## config.mk

```make
export PLATFORM = sky130hd
export DESIGN_NAME = tohost_decode
export DESIGN_NICKNAME = d
export VERILOG_FILES = /design/src/rtl/test_status_pkg.sv /design/src/rtl/tohost_decode.sv
export SDC_FILE = /design/constraint.sdc
export NUM_CORES = 1
export LEC_CHECK = 0
export BUFFER_PORTS_ARGS = -buffer_cell sky130_fd_sc_hd__buf_2
export CAP_MARGIN = 20
export CORE_MARGIN = 3
export CORE_UTILIZATION = 24
export DETAILED_ROUTE_END_ITERATION = 8
export MAX_ROUTING_LAYER = met4
export PLACE_DENSITY = 0.84
export SETUP_SLACK_MARGIN = 0.4
export SYNTH_ARGS = -nofsm -noshare
export SYNTH_HDL_FRONTEND = slang
export SYNTH_SLANG_ARGS = --single-unit
```

## constraint.sdc

```tcl
create_clock -name vclk -period 1.1
set_clock_uncertainty 0.15 [all_clocks]
set_input_delay 0 -clock vclk [all_inputs]
set_output_delay 0 -clock vclk [all_outputs]
set_load 0.1 [all_outputs]
```

## src/rtl/test_status_pkg.sv

```systemverilog
// rtl/test_status_pkg.sv - shared types and helpers for the test status monitor
package test_status_pkg;

  // Final verdict held by the monitor
  typedef enum logic [1:0] {
    NONE,
    PASS,
    FAIL,
    TIMEOUT
  } verdict_e;

  // Classification of one snooped write
  typedef enum logic [1:0] {
    IGNORE,
    HIT_PASS,
    HIT_FAIL
  } decode_e;

  // Global monitor state
  typedef enum logic [1:0] {
    S_HOLD,
    S_RUN,
    S_DONE
  } state_e;

  // Width of the failing-core index; a single core still gets one bit
  function automatic int fail_core_width(input int ncores);
    return (ncores <= 1) ? 1 : $clog2(ncores);
  endfunction

endpackage

```

## src/rtl/tohost_decode.sv

```systemverilog
// rtl/tohost_decode.sv - combinational tohost hit detect and decode for one core
module tohost_decode
  import test_status_pkg::*;
#(
  parameter int                ADDR_W      = 32,
  parameter int                XLEN        = 32,
  parameter logic [ADDR_W-1:0] TOHOST_ADDR = 'h1000
) (
  input  logic              valid_i,
  input  logic [ADDR_W-1:0] addr_i,
  input  logic [XLEN-1:0]   data_i,
  output decode_e           kind_o,
  output logic [XLEN-2:0]   code_o
);

  logic hit;

  assign hit    = valid_i && (addr_i == TOHOST_ADDR);
  assign code_o = data_i[XLEN-1:1];

  // 1 means pass, other odd values carry a fail code, even values belong to the host
  always_comb begin
    kind_o = IGNORE;
    if (hit) begin
      if (data_i == XLEN'(1)) begin
        kind_o = HIT_PASS;
      end else if (data_i[0]) begin
        kind_o = HIT_FAIL;
      end
    end
  end

endmodule

```

==> results.cfg <==
[power]
clock_power_share_pct = 0
p_sw_uw = 531.0
internal_power_uw = 146.9
power_density_nw_per_um2 = 827.1
leakage_nw = 0.4352
sequentialPowerShare_pct = 0
p_sw_share_pct = 78.33
pwr-share-comb_pct = 100.0
vdd_drop_max_uv = 360.3

[setup_path]
cp_cell_sequence = buf_2 -> or3_1 -> nor3_2 -> and3b_4 -> buf_12
worstSetupPathType = input port to output port
crit_cells = 5
crit_start = addr_i[22]
critPathCapture = kind_o[1]
path_max_fanout = 2
cp-start-kind = input port
cp.arrival_ps = 1090
slowest_stage = or3_1
critical_path.max_stage_delay_ps = 380
cp.buffers_inverters = 2
crit_family = simple AND/OR/NAND/NOR gates
required_ps = 950
cp-end-kind = output port

[floorplanning]
die_h_um = 47.98
die_w_um = 47.98
dieArea_um2 = 2302
ioPinCount = 98
start_util_pct = 26.83
core_area_um2 = 1577
row_count = 14

[layout]
final_cells = 139
seq_cells = 0
n_antenna_cell = 0
fillerInstances = 152
nets = 190
seqCellArea_um2 = 0
drive_above_1_share_pct = 88.62
final_area_um2 = 819.5
multiInputGateArea_um2 = 247.7
nClkBuffers = 0
areaGrowthSynthToFinish_pct = 93.79

[timing]
finalSetupViolCount = 2
hold_violations = 0
max_freq_ghz = 0.8054
slew_viol_final = 0
min_period_ps = 1242
setup_ws_ps = -141.6
grt_setup_unrepaired = true
slew_headroom_pct = 67.27
setup_tns_ps = -231.6
worst_pin_slew_ps = 494.3
fin_crit_sh_pct = 112.9

[hold_path]
holdPathStages = 2
hold_path_class = input port to output port

[grt]
first_global_vias = 607
overflow = 0
grt_start_max_net_pins = 3
antenna_found_initial = 0
grt_pass1_wl_um = 2173
grt.total_usage_pct = 13.32

[routing]
ant_nets = 0
routedWlPerCell_um = 13.55
routed_wl_um = 1883
drc_errors = 0
dr.pass1.iters = 1
drt_iter0_drc = 0
vias = 655
routed_via_density = 4.712

[placement]
dp_cells = 139
placed_area_um2 = 737.0
place_congestion = 0.7300
place.port_buffers = 98
place_ws_ps = -202.6

[synthesis]
ys_seq_area_share_pct = 0
ys_types = 11
syn_nets = 121
netlist_area_um2 = 422.9
syn_avg_cell_area_um2 = 7.552
yosys_warnings = 0
synthCells = 56

[flow_run]
drv_cap = 0

[status]
status = complete, but fails checks
failed_checks = setup timing

[clocking]
cts_setup_buffers = 0
[power groups by stage]
| stage | clock network (mW) | logic, mW | registers (mW) |
|---|---|---|---|
| global placement | 0 | 0.642 | 0 |
| CTS | 0 | 0.663 | 0 |
| global route | 0 | 0.702 | 0 |
| floorplan | 0 | 0.548 | 0 |
| finish | 0 | 0.678 | 0 |
| detailed placement | 0 | 0.649 | 0 |
[synth_stat cells]
library cell	n	share of area, %
and2_1	1	1.5
and3b_1	1	2.1
buf_4	31	55
nand4_1	4	5.9
nor2_1	2	1.8
nor3_2	1	2.4
nor4_1	10	15
nor4_2	2	5.9
nor4b_1	1	2.1
nor4b_2	2	7.1
or3_1	1	1.5
[area by class of cell]
class	instances	area share (%)
multi-input combinational	25	30.23
tap	16	2.443
timing repair buffer	98	67.33
[logic make-up (layout without fill, tap and decap cells)]
| kind of cell | after synthesis | count (layout) | share of synthesized area (%) |
|---|---|---|---|
| buffers and inverters | 31 | 98 | 55.03 |
| and+or+nand+nor | 25 | 25 | 44.97 |
[metrics by stage]
step | hold WS [ps] | total power [mW] | util [%]
floorplan | 61.52 | 0.5475 | -
global placement | 233.5 | 0.6420 | 46.75
detailed placement | 234.1 | 0.6487 | 46.75
CTS | 233.8 | 0.6628 | 49.29
global route | 237.9 | 0.7018 | 51.98
finish | 233.0 | 0.6778 | 51.98
[metal layers]
metal	GRT usage, %	up-vias	share of wire, %
li1	-	316	-
met1	7.391	290	26
met2	34.83	47	64
met3	0.7519	2	9.6
met4	2.151	0	0.64
met5	-	-	0
[layout by cell type, fill, tap and decap left out]
cell	n
buf_6	5
nor4_1	6
buf_12	2
nor4_4	3
buf_2	91
nor4b_2	2
nor4b_1	1
nor2_1	2
nand4_1	4
nor4_2	3
and3b_4	1
or3_1	1
nor3_2	1
and2_4	1
[worst min-delay path by stage]
| stage | from | slack (ps) | endpoint |
|---|---|---|---|
| 2_1_floorplan | data_i[1] | 60 | code_o[0] |
| 3_3_place_gp | data_i[15] | 230 | code_o[14] |
| 3_5_place_dp | data_i[19] | 230 | code_o[18] |
| 4_1_cts | data_i[19] | 230 | code_o[18] |
| 5_1_grt | data_i[4] | 240 | code_o[3] |
| 6_report | data_i[19] | 230 | code_o[18] |
[what timing repair did]
action,4_1_cts,5_1_grt
hold buffers,0,0
resized for setup,6,7
setup endpoints to repair,2,2
pin swaps,5,7
No activity file was read; power rests on OpenSTA's default activity.
